--- config.mk ---
export PLATFORM = sky130hd
export DESIGN_NAME = pile_bank
export DESIGN_NICKNAME = d
export VERILOG_FILES = /design/src/rtl/pile_bank.sv
export SDC_FILE = /design/constraint.sdc
export NUM_CORES = 1
export LEC_CHECK = 0
export CAP_MARGIN = 25
export CORE_MARGIN = 8
export CORE_UTILIZATION = 49
export DETAILED_ROUTE_END_ITERATION = 8
export GPL_TIMING_DRIVEN = 0
export PLACE_DENSITY_LB_ADDON = 0.15
export SYNTH_ARGS = -nofsm -noshare
export SYNTH_HDL_FRONTEND = slang
export SYNTH_SLANG_ARGS = --single-unit
--- constraint.sdc ---
create_clock -name clk -period 3.4 [get_ports clk]
set_clock_uncertainty 0.15 [all_clocks]
set_input_delay 0.68 -clock clk [delete_from_list [all_inputs] [get_ports clk]]
set_output_delay 0.68 -clock clk [all_outputs]
set_load 0.005 [all_outputs]
--- src/rtl/pile_bank.sv ---
// Bank of NPILES brick-pile height counters driven by debounced Plus/Moins/Move buttons.
// Keeps a registered running total and pulses error for one cycle on a rejected or clamped command.
module pile_bank #(
  parameter int NPILES   = 3,
  parameter int WIDTH    = 3,
  parameter int MAXH     = 7,
  parameter int SAT      = 1,
  parameter int DEBOUNCE = 0,
  parameter int INIT_H0  = 0
) (
  input  logic                      clk,
  input  logic                      reset,
  input  logic                      Plus,
  input  logic                      Moins,
  input  logic                      Move,
  input  logic [2:0]                sel_src,
  input  logic [2:0]                sel_dst,
  output logic [NPILES*WIDTH-1:0]   Hauteurs,
  output logic [WIDTH+2:0]          total,
  output logic                      error
);

  localparam int              CW   = $clog2(DEBOUNCE + 2);
  localparam int              TW   = WIDTH + 3;
  localparam logic [WIDTH-1:0] HMAX = WIDTH'(MAXH);
  localparam logic [3:0]      NP4  = 4'(NPILES);

  function automatic logic [WIDTH-1:0] step_up(input logic [WIDTH-1:0] h);
    return (h == HMAX) ? '0 : h + 1'b1;
  endfunction

  function automatic logic [WIDTH-1:0] step_down(input logic [WIDTH-1:0] h);
    return (h == '0) ? HMAX : h - 1'b1;
  endfunction

  logic [2:0]       v;
  logic [2:0]       f_p0;
  logic [2:0]       vlast_p0;
  logic [CW-1:0]    cnt_p0;
  logic [CW-1:0]    run;
  logic             armed_p0;
  logic             accept;
  logic             issue;
  logic [WIDTH-1:0] h_p0 [NPILES];
  logic [WIDTH-1:0] h_d  [NPILES];
  logic [WIDTH-1:0] src_h, dst_h, src_n, dst_n;
  logic             src_ok, dst_ok, wr_src, wr_dst, err_d;
  logic [TW-1:0]    tot_d;

  assign v = {Move, Moins, Plus};

  // armed_p0 stays low after reset until the buttons are seen released, so a press held through reset is dropped
  always_comb begin
    run    = (v == vlast_p0 && cnt_p0 != '0) ? cnt_p0 + 1'b1 : CW'(1);
    accept = (v != f_p0) && (run == CW'(DEBOUNCE + 1));
    issue  = accept && (f_p0 == 3'b000) && armed_p0 &&
             (v == 3'b001 || v == 3'b010 || v == 3'b100);
  end

  always_comb begin
    src_ok = {1'b0, sel_src} < NP4;
    dst_ok = {1'b0, sel_dst} < NP4;
    src_h  = '0;
    dst_h  = '0;
    for (int i = 0; i < NPILES; i++) begin
      if (sel_src == 3'(i)) src_h = h_p0[i];
      if (sel_dst == 3'(i)) dst_h = h_p0[i];
    end
    src_n  = step_down(src_h);
    dst_n  = step_up(dst_h);
    wr_src = 1'b0;
    wr_dst = 1'b0;
    err_d  = 1'b0;
    tot_d  = total;
    if (issue) begin
      case (v)
        3'b001: begin
          if (!dst_ok || (SAT != 0 && dst_h == HMAX)) err_d = 1'b1;
          else begin
            wr_dst = 1'b1;
            tot_d  = (dst_h == HMAX) ? total - TW'(MAXH) : total + 1'b1;
          end
        end
        3'b010: begin
          if (!src_ok || (SAT != 0 && src_h == '0)) err_d = 1'b1;
          else begin
            wr_src = 1'b1;
            tot_d  = (src_h == '0) ? total + TW'(MAXH) : total - 1'b1;
          end
        end
        3'b100: begin
          // a move never wraps: both ends are range-checked before either pile is touched
          if (!src_ok || !dst_ok || sel_src == sel_dst || src_h == '0 || dst_h == HMAX)
            err_d = 1'b1;
          else begin
            wr_src = 1'b1;
            wr_dst = 1'b1;
          end
        end
        default: ;
      endcase
    end
    for (int i = 0; i < NPILES; i++) begin
      h_d[i] = h_p0[i];
      if (wr_src && sel_src == 3'(i)) h_d[i] = src_n;
      if (wr_dst && sel_dst == 3'(i)) h_d[i] = dst_n;
    end
  end

  // stage p0: filter state, pile heights, total and error pulse
  always_ff @(posedge clk) begin
    if (reset) begin
      f_p0     <= 3'b000;
      vlast_p0 <= 3'b000;
      cnt_p0   <= '0;
      armed_p0 <= 1'b0;
      error    <= 1'b0;
      total    <= TW'(INIT_H0);
      for (int i = 0; i < NPILES; i++)
        h_p0[i] <= (i == 0) ? WIDTH'(INIT_H0) : '0;
    end else begin
      vlast_p0 <= v;
      if (v == f_p0) cnt_p0 <= '0;
      else if (accept) begin
        f_p0   <= v;
        cnt_p0 <= '0;
      end else cnt_p0 <= run;
      armed_p0 <= armed_p0 | (v == 3'b000);
      error    <= err_d;
      total    <= tot_d;
      h_p0     <= h_d;
    end
  end

  for (genvar g = 0; g < NPILES; g++) begin : g_out
    assign Hauteurs[g*WIDTH +: WIDTH] = h_p0[g];
  end

endmodule

==> results.toml, run 1 <==
[die]
io_pins = 27
die_h_um = 77.58
core_um2 = 3661
num_rows = 22
die_area_um2 = 6019
start_util = 0.5075
die_w_um = 77.58

[drt]
vias = 1924
first_iter_violations = 259
ant_nets = 0
vias_per_cell = 6.227
drc = 0
wire_per_inst_um = 17.61
first_pass_iters = 4
routed_wl_mm = 5.441

[layout]
fillers = 317
multiInputGateArea_um2 = 1363
stdcell_count = 309
n_antenna_cell = 0
syn2layout_area_growth_pct = 29.02
drive_above_1_share = 0.1418
regArea_um2 = 480.5
stdcell_area_um2 = 2397
nNetsFinal = 282
final_util = 0.6548

[critical_path]
cp_max_fo = 10
cp_cell_sequence = "clkdlybuf4s50_1 -> buf_4 -> nor3b_2 -> mux2i_4 -> ha_1 -> o21ai_0 -> o21bai_1 -> a2111o_1 -> o221a_2 -> nand3_1"
arrival_ps = 3310
cp_top_family = "buffers and inverters"
slowest_stage = "clkdlybuf4s50_1"
cp_num_buf_inv = 2
setup.worst_path.start_class = "primary input"
max_stage_delay_ps = 620
cp-end-kind = "flop"
path_class = "in -> reg"
worstPathRequired_ps = 3470

[synth]
yosys_warnings = 0
syn_avg_cell_area_um2 = 8.407
synth_seq_cells = 24
ys_dominant_reg_cell = "dfxtp_1"
async_reset_ff_frac = 0
synthTopCellsByArea = "dfxtp_1, ha_1, mux2i_1, o211ai_1, nand4_1"
synth_seq_area_share = 0.2586
syn-num-nets = 241
netlist_instances = 221
synth.most_common_cell = "dfxtp_1"
synth_edf_count = 0
yosys-top-cells-count = "dfxtp_1, nor2_1, nand4_1"
synth.top_cell.area_share = 0.2586
synth_cell_types = 52
synth_area_leader_cell = "dfxtp_1"
syn_area_um2 = 1858

[placed_design]
placed_area_um2 = 2158
place_hpwl_mm = 3.740
place_congestion = 0.9281
port_buffers = 24
placed_cells_incl_taps = 293

[timing]
fin_crit_ps = 3245
relSlewSlack = 0.6238
setup_viol = 0
post-route-period-util = 0.9545
holdWs_ps = 325.5
rsz0062_at_grt = "no"
fmax_mhz = 308.1
maxSlewViolCount = 0
timing_hold_violations_final = 0
tightest_slew_ps = 564.3

[run_status]
run_status = "finished, final reports clean"

[power_and_ir_drop]
ir_worst_vdd_mv = 0.1677
leakage_nw = 0.8232
power_mw = 0.5998
cellPowerDensity_nw_per_um2 = 250.2

[grt]
antenna_found_initial = 0
grt_pass1_vias = 1795
grt_max_degree = 14
track_usage = 0.1700
overflow = 0
grt_first_pass_wirelength_mm = 8.604

[clock_network]
cts_tree = "built"
clk_pin_slew_worst_paths_ps = 90
clock_latency_ps = 270
clk_path_buf_depth = 2
cts.sinks = 24
cts_hold_buffers = 0
cts_max_level = 1
numCtsBuffers = 3
ctsRootBufferMaster = "clkbuf_8"

[job]
max_cap_viol_count = 0

[hold_path]
worstHoldPathType = "reg -> reg"
per-stage QoR:
stage                     setup TNS [ps]  worst slack, ps
final                                  0            154.8
after floorplan                        0            8.672
after detailed placement          -14560            -1080
after global placement            -14030            -1050
after global routing                   0            5.503
after CTS                              0            8.549
logic make-up (layout without fill, tap and decap cells):
logic type,Yosys count,count (layout),synth area share
AOI/OAI and AO/OA,65,65,0.2734
DFF,24,24,0.2586
other,1,1,0.002018
adders and majority gates,9,9,0.06465
muxes,9,9,0.04849
xor gates and xnor gates,12,12,0.05657
and+or+nand+nor,84,84,0.2525
buffers and inverters,17,57,0.04377
worst min-delay path, cell delays in order, from the launching register on:
cell,delay [ps]
dfxtp_1,340
nor2_1,50
nor2_1,60
routing by layer:
metal,up-vias,wire length [µm],track usage
li1,927,-,-
met1,898,2389,0.2104
met2,86,2517,0.2757
met3,13,398,0.02995
met4,0,136,0.08491
met5,-,0,0
flip-flops by register name, summed over array words and instances (netlist names):
| register | flops |
|---|---|
| total | 6 |
| cnt_p0 | 1 |
| Hauteurs | 9 |
| armed_p0 | 1 |
| f_p0 | 3 |
| vlast_p0 | 3 |
| error | 1 |
worst paths after layout:
path	start	endpoint	slack (ps)	depth (start not counted)
setup / recovery	Moins	total[5]$_SDFFE_PP0P_	150	10
hold / removal	armed_p0$_SDFF_PP0_	armed_p0$_SDFF_PP0_	330	2
setup reg to reg	Hauteurs[0]$_SDFFE_PP0P_	total[5]$_SDFFE_PP0P_	600	13
hold reg to reg	armed_p0$_SDFF_PP0_	armed_p0$_SDFF_PP0_	330	2
where the power goes:
group / internal, mW / leakage, nW / total [mW] / switching (mW)
Sequential: 0.287 / 0.195 / 0.290 / 0.00371
Clock: 0.104 / 0.0288 / 0.202 / 0.0986
Combinational: 0.0446 / 0.599 / 0.107 / 0.0627
Total: 0.435 / 0.823 / 0.600 / 0.165
what timing repair did:
action | in CTS | in global routing
setup buffers | 6 | 5
cloned | 0 | 1
pin swaps | 2 | 3
endpoints found under the hold margin | 0 | 0
resized for setup | 12 | 6
endpoints found under the setup margin | 15 | 15
layout by cell type (no fill, tap or decap), types with 4 or more instances in the layout:
master | Yosys | final
dfxtp_1 | 24 | 24
clkdlybuf4s50_1 | 0 | 22
nor2_1 | 18 | 17
nand4_1 | 14 | 14
nand2_1 | 12 | 12
o211ai_1 | 12 | 12
buf_4 | 1 | 11
a21oi_1 | 11 | 11
nor2b_1 | 12 | 10
xnor2_1 | 9 | 9
mux2i_1 | 9 | 8
nand2b_1 | 7 | 7
o21ai_0 | 7 | 7
ha_1 | 8 | 7
inv_1 | 6 | 6
a31oi_1 | 6 | 6
nor3_1 | 5 | 5
o311a_1 | 5 | 5
clkbuf_1 | 4 | 4
buf_2 | 5 | 4
a211oi_1 | 4 | 4
clkbuf_8 | 0 | 4
layout make-up:
class                           instances  area share
Timing Repair Buffer                   36      0.1440
Sequential cell                        24      0.2004
Multi-Input combinational cell        180      0.5684
Clock buffer                            4     0.02296
Inverter                                6    0.009395
Tap cell                               48     0.02505
Buffer                                 11     0.02975
(Power assumes the default switching activity.)
==> inputs of run 2 (changes only) <==
- CTS_CLUSTER_SIZE: not set -> 8
==> results of run 2 <==
Final layout, timing and power as in run 1 (identical DEF).
==> inputs of run 3 (changes only) <==
- CORE_MARGIN: 8 -> not set
- CORE_UTILIZATION: 49 -> 25
- clock period: 3.4 -> 3.15 ns (I/O delays scaled with it)
==> run 3 against run 2 <==
  * Sequential power up 7.9%
  * Cell area up 5.6%
  * Via count fell by 3.6%
  * Critical path type unchanged
  * Critical endpoint unchanged
  * Highest routed layer unchanged
==> results.toml, run 3 (synthesized netlist as in run 1, its figures left out) <==
[die]
core_um2 = 7214
num_rows = 31
start_util = 0.2575
io_pins = 27
die_area_um2 = 7781
die_h_um = 88.21
die_w_um = 88.21

[run_status]
run_status = "finished, final reports clean"

[clock_network]
numCtsBuffers = 3
clk_pin_slew_worst_paths_ps = 90
cts_hold_buffers = 0
clock_latency_ps = 270
cts_max_level = 1
clk_path_buf_depth = 2
ctsRootBufferMaster = "clkbuf_8"
cts.sinks = 24
cts_tree = "built"

[grt]
grt_max_degree = 15
track_usage = 0.1516
overflow = 0
antenna_found_initial = 0
grt_pass1_vias = 1705
grt_first_pass_wirelength_mm = 8.928

[drt]
ant_nets = 0
vias_per_cell = 5.068
first_iter_violations = 125
first_pass_iters = 4
drc = 0
vias = 1855
wire_per_inst_um = 15.73
routed_wl_mm = 5.757

[critical_path]
cp_cell_sequence = "clkdlybuf4s50_1 -> clkbuf_2 -> nor3b_4 -> buf_4 -> ha_1 -> a211oi_1 -> o21bai_1 -> a2111o_1 -> o221a_2 -> nand3_1"
path_class = "in -> reg"
worstPathRequired_ps = 3220
setup.worst_path.start_class = "primary input"
max_stage_delay_ps = 500
arrival_ps = 3090
reg2reg_depth = 14
cp-end-kind = "flop"
slowest_stage = "clkdlybuf4s50_1"
cp_max_fo = 10

[job]
max_cap_viol_count = 0

[timing]
maxSlewViolCount = 0
timing_hold_violations_final = 0
tightest_slew_ps = 576.8
relSlewSlack = 0.6148
setup_viol = 0
layout_setup_ws_ps = 125.8
post-route-period-util = 0.9601
fin_crit_ps = 3024
fmax_mhz = 330.7

[layout]
largest_register_ffs = 9
final_common_cell = "dfxtp_1"
nNetsFinal = 288
n_antenna_cell = 0
final_cell_mix = "dfxtp_1, clkdlybuf4s50_1, buf_4, nor2_1, nand4_1"
syn2layout_area_growth_pct = 36.23
drive_above_1_share = 0.1798
stdcell_area_um2 = 2531
stdcell_count = 366

[placed_design]
pre_cts_slack_ps = -1056
place_congestion = 0.7995
port_buffers = 24
placed_area_um2 = 2261
placed_cells_incl_taps = 344
place_hpwl_mm = 4.075

[hold_path]
holdPathStages = 2
worstHoldPathType = "reg -> reg"

[power_and_ir_drop]
leakage_nw = 0.8518
ir_worst_vdd_mv = 0.1451
cellPowerDensity_nw_per_um2 = 280.7
[run 3: critical path: cells and delay by family]
family | cells | cell delay [ps]
AOI/OAI and AO/OA | 4 | 920
adders and majority gates | 1 | 230
buffers and inverters | 3 | 930
and+or+nand+nor | 2 | 380
[run 3: cell type report]
cell class | instances | area [µm²]
sequential | 24 | 480.5
tap | 99 | 123.9
clock buffer | 3 | 41.29
timing repair buffer | 42 | 379.1
inverter | 6 | 22.52
multi-input combinational | 180 | 1379
clock inverter | 1 | 30.03
fill | 767 | 4683
buffer | 11 | 75.07
[run 3: worst paths after layout]
path	from	endpoint	slack, ps
min reg2reg	armed_p0$_SDFF_PP0_	armed_p0$_SDFF_PP0_	340
min	armed_p0$_SDFF_PP0_	armed_p0$_SDFF_PP0_	340
max reg2reg	Hauteurs[1]$_SDFFE_PP0P_	total[5]$_SDFFE_PP0P_	360
max	Move	total[5]$_SDFFE_PP0P_	130
[run 3: power breakdown]
| part | total (mW) | internal (mW) | switching [mW] |
|---|---|---|---|
| sequential | 0.313 | 0.309 | 0.00385 |
| combinational | 0.118 | 0.0495 | 0.0682 |
| clock | 0.280 | 0.170 | 0.110 |
[run 3: stage by stage]
stage,util,total power [mW],hold slack (ps),TNS (ps)
after global placement,0.3134,0.4264,311.4,-14690
after detailed placement,0.3134,0.4258,313.7,-14440
after floorplan,-,0.3891,282.0,0
after CTS,0.3425,0.7167,347.7,0
final,0.3509,0.7104,344.4,0
after global routing,0.3509,0.7437,371.6,-18.86
[run 3: timing repair]
item                       CTS  global route
buffers inserted            12             6
gates resized for setup     16            10
pin swaps                    4             3
setup endpoints to repair   16            15
[run 3: per-layer routing]
| layer | routed length (µm) | global-route usage | up-vias |
|---|---|---|---|
| li1 | - | - | 935 |
| met5 | 0 | 0 | - |
| met1 | 2823 | 0.2208 | 869 |
| met2 | 2610 | 0.2420 | 46 |
| met3 | 280 | 0.01586 | 5 |
| met4 | 43 | 0.03079 | 0 |
==> patch 1: new RTL, flow settings as in run 2 <==
`MAXH`: 7 -> 3.
--- a/src/rtl/pile_bank.sv
+++ b/src/rtl/pile_bank.sv
@@ -4,5 +4,5 @@
   parameter int NPILES   = 3,
   parameter int WIDTH    = 3,
-  parameter int MAXH     = 7,
+  parameter int MAXH     = 3,
   parameter int SAT      = 1,
   parameter int DEBOUNCE = 0,
Behaviour: not the same (Yosys sat finds a counterexample within 10 cycles, from zero or initial values and one cycle with reset high).
==> patch 1 against run 2 <==
Die area increased by 4.2%; core utilization down 0.84 points; first-iteration DRC count fell by 47%; worst setup slack better by 24 ps; sequential cell count unchanged; power increased by 9.3%; cell area is 5.5% higher; wire length is 6.6% lower; synthesized cell count shrank 2.7%; register-to-register slack got worse by 80 ps; via count decreased by 6.2%; synthesized area is 5.3% higher; critical endpoint is now Hauteurs[6]; largest cell class unchanged; largest power group unchanged.
==> patch 1: results (changes against run 2) <==
GRT Total Usage -> 16.4% (was 17.0%)
switching share of power -> 25.5% (was 27.5%)
met1 Use GR -> 20.2% (was 21.0%)
first-pass GRT wire length -> 8350 microns (was 8600 microns)
vias post-DR -> 1,804 (was 1,924)
post-synth cell types -> 71 (was 52)
fill cell count -> 348 (was 317)
main area contributors after synthesis -> dfxtp_1, mux2i_1, ha_1, nor2_1, xnor2_1 (was dfxtp_1, ha_1, mux2i_1, o211ai_1, nand4_1)
Syn Nets -> 235 (was 241)
layout cells sized above 1 -> 24.5% (was 14.2%)
pre-CTS setup slack -> -774 ps (was -1080 ps)
Final #Nets -> 278 (was 282)
GP Congestion -> 0.863 (was 0.928)
CP max FO -> 5 (was 10)
hold slack -> 328 ps (was 326 ps)
Min Clock Period, post-route -> 3220 ps (was 3250 ps)
cells after synthesis -> 215 (was 221)
Post-DP HPWL -> 3510 microns (was 3740 microns)
relative slew slack -> 63.3% (was 62.4%)
R2R Setup Slk -> 520 ps (was 600 ps)
grt met3 use -> 4.06% (was 3.00%)
met2 usage -> 26.6% (was 27.6%)
status -> finished clean (unchanged)
met3 wire length -> 374 microns (was 398 microns)
sequential fraction of the synthesis area -> 24.6% (was 25.9%)
Multi-input gate area -> 0.00145 sq mm (was 0.00136 sq mm)
Avg WL per Cell -> 16.6 microns (was 17.6 microns)
DRC violation total after the first TritonRoute iteration -> 137 (was 259)
## patch 1: cell types whose count changed after synthesis, moves of 4 or more
cell / change
o211ai_1: -12
nor2b_1: -7
o311a_1: -5
nand4_1: -12
nor2_1: +4
a31oi_1: -6
mux2i_1: +6
a21oi_1: -5
a211o_1: +4
## patch 1: cells by family after synthesis
logic type	Yosys count	synth area share, %
AND/OR/NAND/NOR	87	28.2
AO/OA/AOI/OAI	47	22.5
flip-flops	24	24.6
buffers and inverters	21	5.82
multiplexers	15	7.68
XOR/XNOR	11	4.93
adder cells (fa/ha/maj)	9	6.14
other	1	0.192
## patch 1: final cells by class
type,instances,share of cell area (%)
clock inverters,1,1.19
clock buffers,3,1.63
flip-flops and latches,24,19.0
multi-input cells,170,57.5
plain buffers,12,3.41
repair buffers,38,13.5
inverters,9,1.34
well taps,50,2.47
## patch 1: worst paths after layout
check | from | end | cells past startpoint
max | sel_dst[0] | Hauteurs[6] | 12
min | armed_p0 | armed_p0 | 2
min reg2reg | armed_p0 | armed_p0 | 2
max reg2reg | Hauteurs[6] | Hauteurs[6] | 11
## patch 1: worst max-delay path: stages
cell and delay (ps):
dlygate4sd2_1 240, buf_6 140, mux2i_1 180, a2bb2oi_1 160
nor2_1 80, ha_2 220, nor2b_1 140, o21ai_2 270
nand3_4 170, or4_4 550, nor4bb_1 160, a211o_1 270
## patch 1: timing repair
action,in CTS,in global routing
gates resized for setup,16,15
setup endpoints to repair,15,9
pin swaps,6,12
setup buffers,8,6
## patch 1: power by group through the flow
stage	combinational (mW)	sequential, mW	clock, mW
global route	0.113	0.290	0.278
detailed placement	0.0957	0.295	0
CTS	0.102	0.289	0.264
finish	0.105	0.289	0.262
floorplan	0.0677	0.295	0
global placement	0.0950	0.295	0
==> patch 2: new RTL, flow settings as in run 2 <==
Without the edit above. Add an input register stage for `Plus`, `Moins`, `Move`, `sel_src` and `sel_dst`, without a reset; this delays them by one clock.
--- a/src/rtl/pile_bank.sv
+++ b/src/rtl/pile_bank.sv
@@ -26,4 +26,18 @@
   localparam logic [3:0]      NP4  = 4'(NPILES);
 
+  logic Plus_q;
+  logic Moins_q;
+  logic Move_q;
+  logic [2:0] sel_src_q;
+  logic [2:0] sel_dst_q;
+
+  always_ff @(posedge clk) begin
+    Plus_q    <= Plus;
+    Moins_q   <= Moins;
+    Move_q    <= Move;
+    sel_src_q <= sel_src;
+    sel_dst_q <= sel_dst;
+  end
+
   function automatic logic [WIDTH-1:0] step_up(input logic [WIDTH-1:0] h);
     return (h == HMAX) ? '0 : h + 1'b1;
@@ -48,5 +62,5 @@
   logic [TW-1:0]    tot_d;
 
-  assign v = {Move, Moins, Plus};
+  assign v = {Move_q, Moins_q, Plus_q};
 
   // armed_p0 stays low after reset until the buttons are seen released, so a press held through reset is dropped
@@ -59,11 +73,11 @@
 
   always_comb begin
-    src_ok = {1'b0, sel_src} < NP4;
-    dst_ok = {1'b0, sel_dst} < NP4;
+    src_ok = {1'b0, sel_src_q} < NP4;
+    dst_ok = {1'b0, sel_dst_q} < NP4;
     src_h  = '0;
     dst_h  = '0;
     for (int i = 0; i < NPILES; i++) begin
-      if (sel_src == 3'(i)) src_h = h_p0[i];
-      if (sel_dst == 3'(i)) dst_h = h_p0[i];
+      if (sel_src_q == 3'(i)) src_h = h_p0[i];
+      if (sel_dst_q == 3'(i)) dst_h = h_p0[i];
     end
     src_n  = step_down(src_h);
@@ -91,5 +105,5 @@
         3'b100: begin
           // a move never wraps: both ends are range-checked before either pile is touched
-          if (!src_ok || !dst_ok || sel_src == sel_dst || src_h == '0 || dst_h == HMAX)
+          if (!src_ok || !dst_ok || sel_src_q == sel_dst_q || src_h == '0 || dst_h == HMAX)
             err_d = 1'b1;
           else begin
@@ -103,6 +117,6 @@
     for (int i = 0; i < NPILES; i++) begin
       h_d[i] = h_p0[i];
-      if (wr_src && sel_src == 3'(i)) h_d[i] = src_n;
-      if (wr_dst && sel_dst == 3'(i)) h_d[i] = dst_n;
+      if (wr_src && sel_src_q == 3'(i)) h_d[i] = src_n;
+      if (wr_dst && sel_dst_q == 3'(i)) h_d[i] = dst_n;
     end
   end
Check against the original RTL: not equivalent (Yosys sat finds a counterexample within 4 cycles, from zero or initial values and one cycle with reset high).
==> patch 2 against run 2 <==
Sequential share of layout area up 6.9 points; worst setup slack worse by 58 ps; power increased by 55%; cell area increased by 2.6%; count of clock-buffer cells in the layout increased by 3; non-clock buffer count is 2 higher; wire length is 15% lower; synthesized area grew 0.54%; sequential cell count is 9 higher.
==> patch 2: results (changes against run 2) <==
routed wire length -> 4630 microns (was 5440 microns)
first-pass GRT wire length -> 7430 microns (was 8600 microns)
H-tree depth -> 2 (was 1)
fill cell count -> 289 (was 317)
CTS Buffer Depth -> 2 (unchanged)
LEAKAGE -> 0.941 nW (was 0.823 nW)
main area contributors after synthesis -> dfxtp_1, mux2i_1, ha_1, nor2_1, xnor2_1 (was dfxtp_1, ha_1, mux2i_1, o211ai_1, nand4_1)
hold path depth -> 2 (unchanged)
initial antenna violation count -> 0 (unchanged)
pre-CTS setup slack -> -272 ps (was -1080 ps)
# diodes -> 0 (unchanged)
WP data arrival -> 3310 ps (about the same)
status -> finished clean (unchanged)
layout cells sized above 1 -> 17.1% (was 14.2%)
PortBufs -> 26 (was 24)
Final #Nets -> 265 (was 282)
CTS clk-pin slew, worst paths -> 70 ps (was 90 ps)
max reg flops -> 9 (unchanged)
PwrDens -> 378 mW/mm^2 (was 250 mW/mm^2)
Syn Nets -> 222 (was 241)
top post-synthesis cells by count -> dfxtp_1, nor2_1, a21oi_1, mux2i_1, nor2b_1 (was dfxtp_1, nor2_1, nand4_1)
CTS Buf Count -> 5 (was 3)
maximum vdd drop -> 0.241 mV (was 0.168 mV)
DR pass1 iterations -> 4 (unchanged)
DR vias/cell -> 5.73 (was 6.23)
worst reg2reg path depth -> 13 (unchanged)
largest net degree at the start of global routing -> 11 (was 14)
GRT Total Usage -> 14.8% (was 17.0%)
yosys warns -> 0 (unchanged)
Worst-Skew Late Latency -> 290 ps (was 270 ps)
vias in the first global route -> 1,561 (was 1,795)
DRC violation total after the first TritonRoute iteration -> 121 (was 259)
post-synth cell types -> 53 (was 52)
GP Congestion -> 0.846 (was 0.928)
Post-DP HPWL -> 3070 microns (was 3740 microns)
relative slew slack -> 61.0% (was 62.4%)
type of the most critical hold path -> reg2reg (unchanged)
CP max FO -> 5 (was 10)
sequential fraction of the synthesis area -> 35.4% (was 25.9%)
CTS root buf -> clkbuf_8 (unchanged)
asr flop ratio synth -> 0% (unchanged)
-- patch 2: changes by cell type after synthesis, sizes merged, moves of 4 or more --
cell,change
clkbuf,+4
o311a,-4
dfxtp,+9
nand2,-5
o211ai,-11
nor3,-4
nand4,-13
-- patch 2: stage by stage --
| stage | setup TNS [ps] | util (%) | area [sq um] | cells |
|---|---|---|---|---|
| after global routing | -225 | 67.2 | 2460 | 294 |
| after floorplan | 0 | - | 1870 | 202 |
| final | 0 | 67.2 | 2460 | 294 |
| after detailed placement | -1050 | 59.8 | 2190 | 276 |
| after global placement | -1080 | 59.8 | 2190 | 276 |
| after CTS | -34.9 | 64.0 | 2340 | 287 |
-- patch 2: cell type report --
| class | instances | area (sq um) | share of cell area (%) |
|---|---|---|---|
| Buffer | 11 | 65.1 | 2.65 |
| Clock buffer | 7 | 86.3 | 3.51 |
| Clock inverter | 1 | 30.0 | 1.22 |
| Inverter | 5 | 18.8 | 0.763 |
| Multi-Input combinational cell | 151 | 1190 | 48.3 |
| Sequential cell | 33 | 663 | 27.0 |
| Tap cell | 48 | 60.1 | 2.44 |
| Timing Repair Buffer | 38 | 348 | 14.1 |
-- patch 2: routing by layer --
layer	GRT usage [%]	vias up	wire length [microns]
met4	6.04	0	83
met3	3.46	10	314
met2	22.1	55	2130
met1	20.0	799	2100
met5	0	-	0
li1	-	820	-
-- patch 2: final timing paths --
path | slack [ps] | from | end
max | 100 | sel_dst_q[0] | Hauteurs[2]
min | 320 | armed_p0 | armed_p0
max reg2reg | 100 | sel_dst_q[0] | Hauteurs[2]
min reg2reg | 320 | armed_p0 | armed_p0
-- patch 2: logic make-up (layout without fill, tap and decap cells) --
logic type / Yosys count / after routing / synth area share (%)
AOI/OAI and AO/OA: 53 / 53 / 22.2
xor gates and xnor gates: 12 / 12 / 5.63
adders and majority gates: 9 / 9 / 6.43
buffers and inverters: 18 / 62 / 4.55
DFF: 33 / 33 / 35.4
muxes: 14 / 14 / 7.64
other: 1 / 1 / 0.201
and+or+nand+nor: 62 / 62 / 18.0
-- patch 2: critical path: stages (launching register included) --
cell,delay (ps)
dfxtp_2,330
buf_6,130
mux2i_1,210
o21ai_0,130
nand2b_1,130
inv_1,60
ha_2,180
ha_4,180
a2111oi_4,350
o311ai_4,180
a2111oi_4,420
and2b_2,250
mux2_1,320
o2bb2ai_1,130
-- patch 2: timing repair --
| action | CTS | global route |
|---|---|---|
| hold buffers | 0 | 0 |
| pin swaps | 2 | 3 |
| buffers inserted | 3 | 8 |
| cloned | 0 | 1 |
| resized for setup | 3 | 14 |
| endpoints found under the setup margin | 9 | 10 |
-- patch 2: power breakdown --
group	switching (mW)	internal, mW	leakage [nW]	total (mW)
Sequential	0.0176	0.404	0.272	0.421
Clock	0.145	0.239	0.0585	0.383
Combinational	0.0593	0.0648	0.611	0.124
